`src/rtl/lcd_timing_gen.sv`:
```
// 480x272 RGB LCD timing generator: pixel clock divider, sync/DE timing, one-pixel request pipeline.
// Define LCD_TESTPATTERN_EN to replace pix_data with 8 vertical colour bars.
module lcd_timing_gen #(
    parameter int unsigned CLK_DIV  = 2,
    parameter int unsigned H_ACTIVE = 480,
    parameter int unsigned H_FP     = 2,
    parameter int unsigned H_SYNC   = 41,
    parameter int unsigned H_BP     = 2,
    parameter int unsigned V_ACTIVE = 272,
    parameter int unsigned V_FP     = 2,
    parameter int unsigned V_SYNC   = 10,
    parameter int unsigned V_BP     = 2
) (
    input  logic        clk,
    input  logic        rst,
    input  logic        en,
    input  logic [15:0] pix_data,
    output logic        req_valid,
    output logic [8:0]  req_x,
    output logic [8:0]  req_y,
    output logic        frame_start,
    output logic        lcd_clk,
    output logic        lcd_de,
    output logic        lcd_hsync,
    output logic        lcd_vsync,
    output logic [4:0]  lcd_r,
    output logic [5:0]  lcd_g,
    output logic [4:0]  lcd_b
);
    localparam int unsigned H_TOTAL = H_ACTIVE + H_FP + H_SYNC + H_BP;
    localparam int unsigned V_TOTAL = V_ACTIVE + V_FP + V_SYNC + V_BP;
    localparam int unsigned DW = $clog2(CLK_DIV);
    localparam int unsigned HW = $clog2(H_TOTAL);
    localparam int unsigned VW = $clog2(V_TOTAL);

    localparam logic [DW-1:0] D_MAX   = DW'(CLK_DIV - 1);
    localparam logic [DW-1:0] D_HALF  = DW'(CLK_DIV / 2);
    localparam logic [HW-1:0] H_MAX   = HW'(H_TOTAL - 1);
    localparam logic [HW-1:0] H_ACT   = HW'(H_ACTIVE);
    localparam logic [HW-1:0] HS_BEG  = HW'(H_ACTIVE + H_FP);
    localparam logic [HW-1:0] HS_END  = HW'(H_ACTIVE + H_FP + H_SYNC);
    localparam logic [VW-1:0] V_MAX   = VW'(V_TOTAL - 1);
    localparam logic [VW-1:0] V_ACT   = VW'(V_ACTIVE);
    localparam logic [VW-1:0] VS_BEG  = VW'(V_ACTIVE + V_FP);
    localparam logic [VW-1:0] VS_END  = VW'(V_ACTIVE + V_FP + V_SYNC);

    logic [DW-1:0] dcnt_q, dcnt_d;
    logic [HW-1:0] h_q, h_d;
    logic [VW-1:0] v_q, v_d;
    logic          run_q, run_d;
    logic          clk_q, clk_d;
    logic          req_valid_q, req_valid_d;
    logic [8:0]    req_x_q, req_x_d, req_y_q, req_y_d;
    logic          fs_q, fs_d;
    logic          de_q, de_d, hs_q, hs_d, vs_q, vs_d;
    logic [15:0]   rgb_q, rgb_d;
    logic [15:0]   pix_src;
    logic          pix_ce;

`ifdef LCD_TESTPATTERN_EN
    localparam int unsigned BAR_W = H_ACTIVE / 8;
    logic [2:0] bar;
    logic       unused_pix;
    assign unused_pix = ^pix_data;

    always_comb begin
        bar = 3'd7;
        if (req_x_q < 9'(BAR_W * 8)) bar = 3'(req_x_q / 9'(BAR_W));
        unique case (bar)
            3'd0: pix_src = 16'hFFFF;
            3'd1: pix_src = 16'hFFE0;
            3'd2: pix_src = 16'h07FF;
            3'd3: pix_src = 16'h07E0;
            3'd4: pix_src = 16'hF81F;
            3'd5: pix_src = 16'hF800;
            3'd6: pix_src = 16'h001F;
            3'd7: pix_src = 16'h0000;
        endcase
    end
`else
    assign pix_src = pix_data;
`endif

    assign pix_ce = (dcnt_q == D_MAX);

    always_comb begin
        dcnt_d      = dcnt_q;
        h_d         = h_q;
        v_d         = v_q;
        run_d       = run_q;
        clk_d       = clk_q;
        req_valid_d = req_valid_q;
        req_x_d     = req_x_q;
        req_y_d     = req_y_q;
        fs_d        = 1'b0;
        de_d        = de_q;
        hs_d        = hs_q;
        vs_d        = vs_q;
        rgb_d       = rgb_q;
        if (!en) begin
            dcnt_d      = '0;
            h_d         = '0;
            v_d         = '0;
            run_d       = 1'b0;
            clk_d       = 1'b0;
            req_valid_d = 1'b0;
            req_x_d     = '0;
            req_y_d     = '0;
            de_d        = 1'b0;
            hs_d        = 1'b1;
            vs_d        = 1'b1;
            rgb_d       = '0;
        end else begin
            dcnt_d = pix_ce ? '0 : dcnt_q + 1'b1;
            clk_d  = (dcnt_d >= D_HALF);
            if (pix_ce) begin
                // Panel stage consumes the request made one pixel earlier
                de_d  = req_valid_q;
                hs_d  = !(run_q && h_q >= HS_BEG && h_q < HS_END);
                vs_d  = !(run_q && v_q >= VS_BEG && v_q < VS_END);
                rgb_d = req_valid_q ? pix_src : 16'h0000;
                // First pixel after reset/enable is (0,0) itself, not its successor
                if (run_q) begin
                    if (h_q == H_MAX) begin
                        h_d = '0;
                        v_d = (v_q == V_MAX) ? '0 : v_q + 1'b1;
                    end else begin
                        h_d = h_q + 1'b1;
                    end
                end
                run_d       = 1'b1;
                fs_d        = (h_d == '0) && (v_d == '0);
                req_valid_d = (h_d < H_ACT) && (v_d < V_ACT);
                if (req_valid_d) begin
                    req_x_d = 9'(h_d);
                    req_y_d = 9'(v_d);
                end
            end
        end
    end

    always_ff @(posedge clk or posedge rst) begin
        if (rst) begin
            dcnt_q      <= '0;
            h_q         <= '0;
            v_q         <= '0;
            run_q       <= 1'b0;
            clk_q       <= 1'b0;
            req_valid_q <= 1'b0;
            req_x_q     <= '0;
            req_y_q     <= '0;
            fs_q        <= 1'b0;
            de_q        <= 1'b0;
            hs_q        <= 1'b1;
            vs_q        <= 1'b1;
            rgb_q       <= '0;
        end else begin
            dcnt_q      <= dcnt_d;
            h_q         <= h_d;
            v_q         <= v_d;
            run_q       <= run_d;
            clk_q       <= clk_d;
            req_valid_q <= req_valid_d;
            req_x_q     <= req_x_d;
            req_y_q     <= req_y_d;
            fs_q        <= fs_d;
            de_q        <= de_d;
            hs_q        <= hs_d;
            vs_q        <= vs_d;
            rgb_q       <= rgb_d;
        end
    end

    assign req_valid   = req_valid_q;
    assign req_x       = req_x_q;
    assign req_y       = req_y_q;
    assign frame_start = fs_q;
    assign lcd_clk     = clk_q;
    assign lcd_de      = de_q;
    assign lcd_hsync   = hs_q;
    assign lcd_vsync   = vs_q;
    assign lcd_r       = rgb_q[15:11];
    assign lcd_g       = rgb_q[10:5];
    assign lcd_b       = rgb_q[4:0];
endmodule

```
`config.mk`:
```
export PLATFORM = sky130hd
export DESIGN_NAME = lcd_timing_gen
export DESIGN_NICKNAME = d
export VERILOG_FILES = /design/src/rtl/lcd_timing_gen.sv
export SDC_FILE = /design/constraint.sdc
export NUM_CORES = 1
export LEC_CHECK = 0
export BUFFER_PORTS_ARGS = -buffer_cell sky130_fd_sc_hd__buf_2
export CAP_MARGIN = 20
export CORE_MARGIN = 4
export CORE_UTILIZATION = 55
export CTS_BUF_LIST = sky130_fd_sc_hd__clkbuf_16
export DETAILED_ROUTE_END_ITERATION = 8
export PLACE_DENSITY_LB_ADDON = 0.15
export SYNTH_ARGS = -nofsm -noshare
export SYNTH_HDL_FRONTEND = slang
export SYNTH_SLANG_ARGS = --single-unit
```
`constraint.sdc`:
```
create_clock -name clk -period 2.8 [get_ports clk]
set_input_delay 0.42 -clock clk [delete_from_list [all_inputs] [get_ports clk]]
set_output_delay 0.42 -clock clk [all_outputs]
set_load 0.01 [all_outputs]
```
==> results of run 1 <==
## path summary, 6_finish.rpt
check	cells after the start	from	slack [ps]	to
worst min-delay path	2	rst	30	rgb_q[13]
worst max-delay path	10	h_q[0]	190	req_x[1]
worst min register to register	1	lcd_de	490	lcd_de
worst max register to register	10	h_q[0]	190	req_x[1]
max in group asynchronous	3	rst	2080	lcd_vsync
min in group clk	2	pix_data[2]	310	rgb_q[2]
## worst reg2reg max path: cells and delay by family, from the launching register on
family                     cells  cell delay, ps
and+or+nand+nor                4             900
DFF                            1             440
AOI/OAI and AO/OA              2             370
buffers and inverters          2             340
muxes                          1             300
adders and majority gates      1             160
## power groups by stage
stage	Sequential [mW]	Combinational (mW)	Clock, mW
after global routing	0.952	0.279	1.25
after detailed placement	0.960	0.249	0
after floorplan	0.953	0.171	0
after CTS	0.945	0.251	1.21
after global placement	0.959	0.242	0
final	0.946	0.250	1.20
## repair_timing
action	4_1_cts	5_1_grt
hold buffers	0	0
endpoints found under the setup margin	0	9
gates resized for setup	0	4
## cells in the final DEF (no fill, tap or decap), types with 5 or more instances in the layout
cell,synthesis,layout
a211oi_1,9,9
a21oi_1,21,21
a22o_1,16,16
a311oi_1,8,8
and3_1,8,8
buf_2,8,58
buf_4,2,14
clkbuf_16,0,9
dfrtp_1,58,58
ha_1,6,6
inv_1,13,12
mux2i_1,11,11
nand2_1,36,36
nand3_1,11,11
nand4_1,7,7
nor2_1,33,33
nor3_1,7,7
nor4_1,6,5
o21ai_0,12,11
or3_1,7,7
xor2_1,7,7
## kinds of logic (layout without fill, tap and decap cells)
group / Yosys count / count (layout) / synth area share (%)
buf+inv: 41 / 102 / 5.576
mux: 13 / 13 / 4.304
xor+xnor: 11 / 11 / 2.882
simple gates: 135 / 135 / 21.22
flops: 60 / 60 / 44.98
compound gates: 87 / 87 / 18.79
fa+ha+maj: 6 / 6 / 2.245
## registers in the layout, summed over array words and instances, names as in the netlist
register	flops
rgb_q	16
h_q	10
req_x	9
req_y	9
v_q	9
frame_start	1
lcd_clk	1
lcd_de	1
lcd_hsync	1
lcd_vsync	1
req_valid	1
run_q	1
## cell type report
class,instances,area [um2],share of cell area [%]
Multi-Input combinational cell,252,1660,41.11
Sequential cell,60,1504,37.24
Timing Repair Buffer,73,406.6,10.07
Clock buffer,9,225.2,5.576
Clock inverter,7,100.1,2.478
Tap cell,75,93.84,2.323
Inverter,13,48.80,1.208
## layer usage
metal  GRT usage (%)  part of all wire, %  vias to the layer above
met5               0                    0                        -
met4           10.07                  1.8                        0
met3           4.515                  6.2                       12
met2           35.88                   47                      106
met1           32.92                   45                     1409
li1                -                    -                     1400
==> flow_summary_export.csv, run 1 <==
group,metric,value,unit
status,status,"finished clean",
detailed_routing,wire_per_inst,16.82,um
die,fp.dieW,85.97,um
place,dp_hpwl,5583,um
grt,grt_pass1_wl,13700,um
die,initial_core_util,56.47,%
die,dieHeight,85.97,um
cts,htreeDepth,3,
detailed_routing,wirelength,8227,um
grt,antenna_found_initial,0,
pwr,p_int,1.787,mW
logic_synthesis,synth.top_cells.by_area,"dfrtp_1, a22o_1, nand2_1",
cts,clock-sinks,60,
worst_setup_path,cp_slowest_stage_delay,440,ps
logic_synthesis,async_flop_share,100.0,%
logic_synthesis,ys_ff_latch,60,
detailed_routing,via_count,2927,
min_path,hold_class,"in -> async",
place,dpl_cell_area,0.003702,mm2
pwr,clock_power_share,50.0,%
cts,clock_path_buffers,2,
die,pin_count,59,
place,pre_cts_ws,181.7,ps
timing,max_freq,0.3829,GHz
cells_and_area,nNetsFinal,434,
worst_setup_path,crit_fanout,18,
cells_and_area,fin_area,0.004039,mm2
place,dp_cells,473,
cts,cts_buffers,9,
logic_synthesis,synth_top_area_cell,"dfrtp_1",
place,gp_congestion,0.8830,
timing,finalWorstSetupSlack,188.2,ps
pwr,power_switching,606.3,uW
logic_synthesis,ys_warn_count,0,
logic_synthesis,synth_area,0.003343,mm2
timing,period_share,93.28,%
worst_setup_path,path_delay_family,"simple AND/OR/NAND/NOR gates",
place,io_buffers,58,
worst_setup_path,critPathSlowestCell,"dfrtp_1",
grt,grt_max_degree,30,
flow_run,drv_cap,0,
timing,tns,0,ps
cells_and_area,fin_cells,489,
logic_synthesis,synth.most_common_cell,"dfrtp_1",
cells_and_area,syn2layout_area_growth,20.81,%
pwr,seq_power_share,39.5,%
worst_setup_path,cp-end-kind,"flip-flop",
logic_synthesis,synth_cell_types,56,
detailed_routing,route.detailed.drc,0,
grt,grtUsageTotal,23.59,%
cts,clk_latency,320,ps
timing,slew_violations,0,
logic_synthesis,syn_area_per_cell,9.471,um2
logic_synthesis,syn-num-nets,378,
worst_setup_path,crit_arrival,2830,ps
timing,hold_ws,29.71,ps
cts,clk_pin_slew,60,ps
timing,max_slew_margin,60.57,%
worst_setup_path,crit_chain,"inv_1, ha_1, and3_1, and4_2, nor2_1, mux2_2, nor3b_2, buf_6, a21oi_1, a311oi_1",
timing,rsz0062_at_grt,"no",
pwr,power_frac_comb,10.5,%
cells_and_area,drive_gt1_share,26.33,%
logic_synthesis,synth.yosys.seq_area_share,44.99,%
cells_and_area,num_antenna_cells,0,
worst_setup_path,worst_ep_required_time,3020,ps
timing,hold_violations,0,
die,core-area,0.005921,mm2
timing,worstMarginPinSlew,591.5,ps
detailed_routing,dr.pass1.iters,5,
cells_and_area,nFillCells,492,
logic_synthesis,synth_commonest_cells,"dfrtp_1, nand2_1, nor2_1",
worst_setup_path,critPathKind,"reg -> reg",
die,rows,28,
pwr,switching_share,25.33,%
logic_synthesis,synth-edff-count,0,
logic_synthesis,synthFlopType,"dfrtp_1",
pwr,p_per_area,592.6,mW/mm2
die,die-area,0.007390,mm2
timing,setup_viol,0,
cells_and_area,fin_util,68.22,%
timing,fin_crit,2612,ps
pwr,total_power,2.393,mW
timing,finalClockSkew,4.672,ps
logic_synthesis,synth_cells,353,
detailed_routing,viasPerCell,5.986,
pwr,leakagePower,1.902,nW
grt,overflow,0,
detailed_routing,postRouteAntennaNets,0,
worst_setup_path,crit_buf_inv,2,
grt,grt_pass1_vias,2754,
cts,cts_tree,"built",
cts,post-cts-setup-buffers,0,
pwr,ir_drop,0.0003822,V
worst_setup_path,start_kind,"flip-flop",
cts,clockRootBuffer,"clkbuf_16",
logic_synthesis,synth_top_cell_area_share,43.41,%
detailed_routing,drt_iter0_drc,226,
(Power assumes the default switching activity.)
==> run 2, diff against run 1 <==
--- a/config.mk
+++ b/config.mk
@@ -11,7 +11,7 @@
 export CORE_UTILIZATION = 55
 export CTS_BUF_LIST = sky130_fd_sc_hd__clkbuf_16
 export DETAILED_ROUTE_END_ITERATION = 8
-export PLACE_DENSITY_LB_ADDON = 0.15
+export PLACE_DENSITY_LB_ADDON = 0.25
 export SYNTH_ARGS = -nofsm -noshare
 export SYNTH_HDL_FRONTEND = slang
 export SYNTH_SLANG_ARGS = --single-unit
==> constraint.sdc (replaced) <==
create_clock -name clk -period 2.9 [get_ports clk]
set_input_delay 0.435 -clock clk [delete_from_list [all_inputs] [get_ports clk]]
set_output_delay 0.435 -clock clk [all_outputs]
set_load 0.01 [all_outputs]
==> run 2 against run 1 <==
Clock-buffer cell count unchanged. Clock skew about the same. Largest cell class unchanged. Sequential power shrank 3.8%. Clock power shrank 12%. Utilization decreased by 0.27 points. Combinational power about the same. Worst setup slack worse by 9.9 ps. Design area is 0.40% lower. Total power fell by 7.1%. Non-clock buffer count shrank 2. First-iteration DRC count is 4.4% higher. Worst hold slack better by 130 ps. Highest routed layer unchanged.
==> flow_summary_export.csv, run 2 (synthesized netlist as in run 1, its figures left out) <==
group,metric,value,unit
cts,clk_latency,320,ps
grt,overflow,0,
pwr,p_per_area,552.8,mW/mm2
detailed_routing,postRouteAntennaNets,0,
die,fp.dieW,85.97,um
worst_setup_path,critPathKind,"reg -> reg",
pwr,ir_drop,0.0003160,V
die,dieHeight,85.97,um
cells_and_area,largest_reg_flops,16,
cts,cts_tree,"built",
worst_setup_path,crit_arrival,2970,ps
status,status,"finished clean",
place,dp_cells,471,
cts,clockRootBuffer,"clkbuf_16",
timing,tns,0,ps
detailed_routing,route.detailed.drc,0,
cells_and_area,syn2layout_area_growth,20.32,%
timing,rsz0062_at_grt,"no",
cells_and_area,nNetsFinal,432,
worst_setup_path,cp-end-kind,"flip-flop",
timing,max_slew_margin,61.25,%
grt,grt_pass1_wl,13480,um
die,rows,28,
grt,grtUsageTotal,22.95,%
worst_setup_path,worst_ep_required_time,3150,ps
place,gp_congestion,0.9522,
die,core-area,0.005921,mm2
place,dp_hpwl,5523,um
place,io_buffers,58,
pwr,leakagePower,1.892,nW
grt,antenna_found_initial,0,
timing,worstMarginPinSlew,581.3,ps
grt,grt_max_degree,61,
timing,period_share,93.85,%
timing,finalClockSkew,4.753,ps
die,pin_count,59,
cts,cts_buffers,9,
timing,fin_crit,2722,ps
min_path,hold_class,"in -> async",
cells_and_area,fin_cells,487,
grt,grt_pass1_vias,2768,
worst_setup_path,start_kind,"flip-flop",
timing,hold_violations,0,
detailed_routing,wirelength,8108,um
cts,htreeDepth,3,
cells_and_area,num_antenna_cells,0,
flow_run,drv_cap,0,
timing,slew_violations,0,
timing,setup_viol,0,
cts,clock-sinks,60,
worst_setup_path,crit_fanout,9,
detailed_routing,via_count,2923,
cells_and_area,final_cell_mix,"dfrtp_1, buf_2, nand2_1",
cells_and_area,drive_gt1_share,25.73,%
cts,clock_path_buffers,2,
timing,max_freq,0.3674,GHz
detailed_routing,viasPerCell,6.002,
cells_and_area,largest_register,"rgb_q",
cells_and_area,fin_util,67.94,%
cts,clk_pin_slew,60,ps
die,initial_core_util,56.47,%
detailed_routing,dr.pass1.iters,5,
die,die-area,0.007390,mm2
cells_and_area,reg_top3,"rgb_q x16, h_q x10",
detailed_routing,drt_iter0_drc,236,
detailed_routing,wire_per_inst,16.65,um
-- run 2: repair_timing --
item / in CTS / in global routing
hold buffers: 0 / 0
buffers inserted: 0 / 0
setup endpoints to repair: 0 / 2
gates resized for setup: 0 / 2
-- run 2: worst max-delay path, cell delays in order (launching register included) --
cell and delay [ps]:
dfrtp_1 450, inv_1 140, ha_1 160, and3_1 190, nand4_2 210, buf_4 240, or3_1 350, o21ai_1 260
o31ai_4 130, nand2_2 270, mux2i_1 230
-- run 2: final timing paths --
check | from | end | slack [ps] | cells past startpoint
hold / removal | rst | rgb_q[2] | 160 | 3
setup reg to reg | h_q[0] | req_y[1] | 180 | 10
setup / recovery | h_q[0] | req_y[1] | 180 | 10
max in group asynchronous | rst | lcd_vsync | 2430 | 3
hold reg to reg | lcd_de | lcd_de | 480 | 1
min in group clk | pix_data[5] | rgb_q[5] | 330 | 2
-- run 2: cell type report --
| class | count | area, um2 |
|---|---|---|
| multi-input cells | 252 | 1659 |
| inverters | 13 | 48.80 |
| repair buffers | 71 | 416.7 |
| clock buffers | 9 | 225.2 |
| well taps | 75 | 93.84 |
| flip-flops and latches | 60 | 1504 |
| fillers | 467 | 1898 |
| clock inverters | 7 | 75.07 |
-- run 2: where the power goes --
group,total (mW),switching (mW),internal [mW],leakage (nW)
clock network,1.06,0.396,0.668,0.150
logic,0.249,0.150,0.0990,0.931
registers,0.910,0.0381,0.872,0.812
-- run 2: layer usage --
layer | global-route usage, % | part of all wire (%)
met1 | 31.05 | 45
met2 | 36.37 | 47
met3 | 4.419 | 6.6
met4 | 8.921 | 1.6
met5 | 0 | 0
-- run 2: per-stage QoR --
| stage | hold slack (ps) | setup slack (ps) | cell area, um2 | power [mW] |
|---|---|---|---|---|
| after floorplan | 518.5 | 461.5 | 3343 | 1.085 |
| after global placement | 454.5 | 318.1 | 3712 | 1.164 |
| final | 158.5 | 178.4 | 4023 | 2.224 |
| after global routing | 187.1 | 25.20 | 4023 | 2.307 |
| after CTS | 177.0 | 152.3 | 4013 | 2.236 |
| after detailed placement | 465.8 | 165.4 | 3712 | 1.172 |
==> run 3, diff against run 2 <==
--- a/config.mk
+++ b/config.mk
@@ -7,8 +7,10 @@
 export LEC_CHECK = 0
 export BUFFER_PORTS_ARGS = -buffer_cell sky130_fd_sc_hd__buf_2
 export CAP_MARGIN = 20
+export CELL_PAD_IN_SITES_DETAIL_PLACEMENT = 0
+export CELL_PAD_IN_SITES_GLOBAL_PLACEMENT = 1
 export CORE_MARGIN = 4
-export CORE_UTILIZATION = 55
+export CORE_UTILIZATION = 43
 export CTS_BUF_LIST = sky130_fd_sc_hd__clkbuf_16
 export DETAILED_ROUTE_END_ITERATION = 8
 export PLACE_DENSITY_LB_ADDON = 0.25
==> run 3 against run 2 <==
Sequential power is essentially flat. Total power shrank 0.38%. Maximum frequency grew 4.1%. Cell count grew 4.7%. Sequential share of layout area grew 0.10 points. Worst setup slack gained 110 ps. Clock-buffer cell count is the same. Wire length is essentially flat. Design area shrank 0.28%. Largest cell class unchanged. Highest routed layer unchanged.
==> flow_summary_export.csv, run 3 (synthesized netlist as in run 1, its figures left out) <==
group,metric,value,unit
grt,grt_pass1_wl,13590,um
timing,tns,0,ps
cells_and_area,nFillCells,683,
grt,grt_max_degree,61,
place,dp_hpwl,5589,um
cells_and_area,fin_cells,510,
grt,grtUsageTotal,19.13,%
die,pin_count,59,
die,die-area,0.009250,mm2
min_path,hold_class,"in -> async",
timing,slew_violations,0,
detailed_routing,dr.pass1.iters,4,
cts,clk_latency,320,ps
cts,postCtsHoldBufs,0,
cells_and_area,num_antenna_cells,0,
timing,finalWorstSetupSlack,285.7,ps
timing,finalClockSkew,9.606,ps
timing,worstMarginPinSlew,749.5,ps
flow_run,drv_cap,0,
timing,max_slew_margin,50.04,%
die,fp.dieW,96.18,um
cts,htreeDepth,3,
place,dpl_cell_area,0.003710,mm2
detailed_routing,routed.top_layer,"met4",
detailed_routing,route.detailed.drc,0,
die,core-area,0.007408,mm2
cts,clock_path_buffers,2,
die,rows,31,
worst_setup_path,cp-end-kind,"flip-flop",
detailed_routing,met3WireLength,449,um
cells_and_area,reg_top3,"rgb_q x16, h_q x10",
detailed_routing,wl_met1,3756,um
detailed_routing,drt_iter0_drc,190,
grt,antenna_found_initial,0,
cts,cts_tree,"built",
timing,hold_violations,0,
detailed_routing,wl_met2,3795,um
timing,hold_ws,319.2,ps
detailed_routing,wire_per_inst,15.91,um
place,gp_congestion,0.8748,
cells_and_area,largest_reg_flops,16,
pwr,leakagePower,1.875,nW
detailed_routing,wirelength,8113,um
cts,clock-sinks,60,
pwr,p_per_area,552.2,mW/mm2
detailed_routing,via_count,2828,
worst_setup_path,start_kind,"flip-flop",
timing,rsz0062_at_grt,"no",
grt,overflow,0,
die,dieHeight,96.18,um
timing,fin_crit,2614,ps
cells_and_area,drive_gt1_share,25.55,%
pwr,total_power,2.215,mW
detailed_routing,viasPerCell,5.545,
timing,period_share,90.15,%
detailed_routing,postRouteAntennaNets,0,
place,dp_cells,494,
worst_setup_path,worst_ep_required_time,3110,ps
worst_setup_path,crit_fanout,18,
cts,cts_buffers,9,
cells_and_area,nNetsFinal,431,
timing,max_freq,0.3825,GHz
die,initial_core_util,45.13,%
cts,clockRootBuffer,"clkbuf_16",
grt,grt_pass1_vias,2773,
cts,post-cts-setup-buffers,0,
cts,clk_pin_slew,50,ps
status,status,"finished clean",
cells_and_area,largest_register,"rgb_q",
cells_and_area,syn2layout_area_growth,19.99,%
place,pre_cts_ws,265.9,ps
timing,setup_viol,0,
worst_setup_path,crit_arrival,2820,ps
cells_and_area,fin_area,0.004011,mm2
cells_and_area,fin_util,54.15,%
pwr,ir_drop,0.0004550,V
worst_setup_path,critPathKind,"reg -> reg",
cells_and_area,final_cell_mix,"dfrtp_1, buf_2, nand2_1",
place,io_buffers,58,
run 3: cell count changes in the layout (fill, tap and decap cells not counted):
cell and change:
buf_4 +2, and4_2 +1, a311oi_2 -1, and4_1 -1, buf_12 -2, buf_6 -1, a311oi_1 +1
run 3: layout make-up:
cell class,instances,area (um2),area share (%)
Clock buffer,9,225.2,5.614
Clock inverter,7,75.07,1.871
Inverter,13,48.80,1.216
Multi-Input combinational cell,252,1654,41.24
Sequential cell,60,1504,37.49
Tap cell,99,123.9,3.088
Timing Repair Buffer,70,380.4,9.482
run 3: power by group:
group          switching (mW)  internal (mW)  total (mW)
logic                   0.145         0.0941       0.239
registers              0.0398          0.872       0.912
clock network           0.395          0.669        1.06
run 3: path summary, 6_finish.rpt:
kind	startpoint	end	slack, ps	cells after the start
setup / recovery	h_q[2]	req_x[8]	290	8
hold / removal	rst	run_q	320	3
setup reg to reg	h_q[2]	req_x[8]	290	8
hold reg to reg	lcd_de	lcd_de	480	1
max in group asynchronous	rst	v_q[7]	2080	3
min in group clk	pix_data[6]	rgb_q[6]	320	2
run 3: what timing repair did:
item,CTS,global route
gates resized for setup,0,1
hold endpoints to repair,0,0
endpoints found under the setup margin,0,1
run 3: routing by layer:
| metal | track usage [%] | vias to the layer above |
|---|---|---|
| li1 | - | 1383 |
| met1 | 26.78 | 1363 |
| met2 | 28.92 | 76 |
| met3 | 4.457 | 6 |
| met4 | 6.635 | 0 |
| met5 | 0 | - |
run 3: worst max-delay path, stage by stage, from the launching register on:
cell and delay (ps):
dfrtp_1 560, nand3_1 210, nor2_1 400, a211oi_1 80, o21ai_0 350, nor3b_2 280, buf_4 260, a21oi_1 90
a311oi_1 270
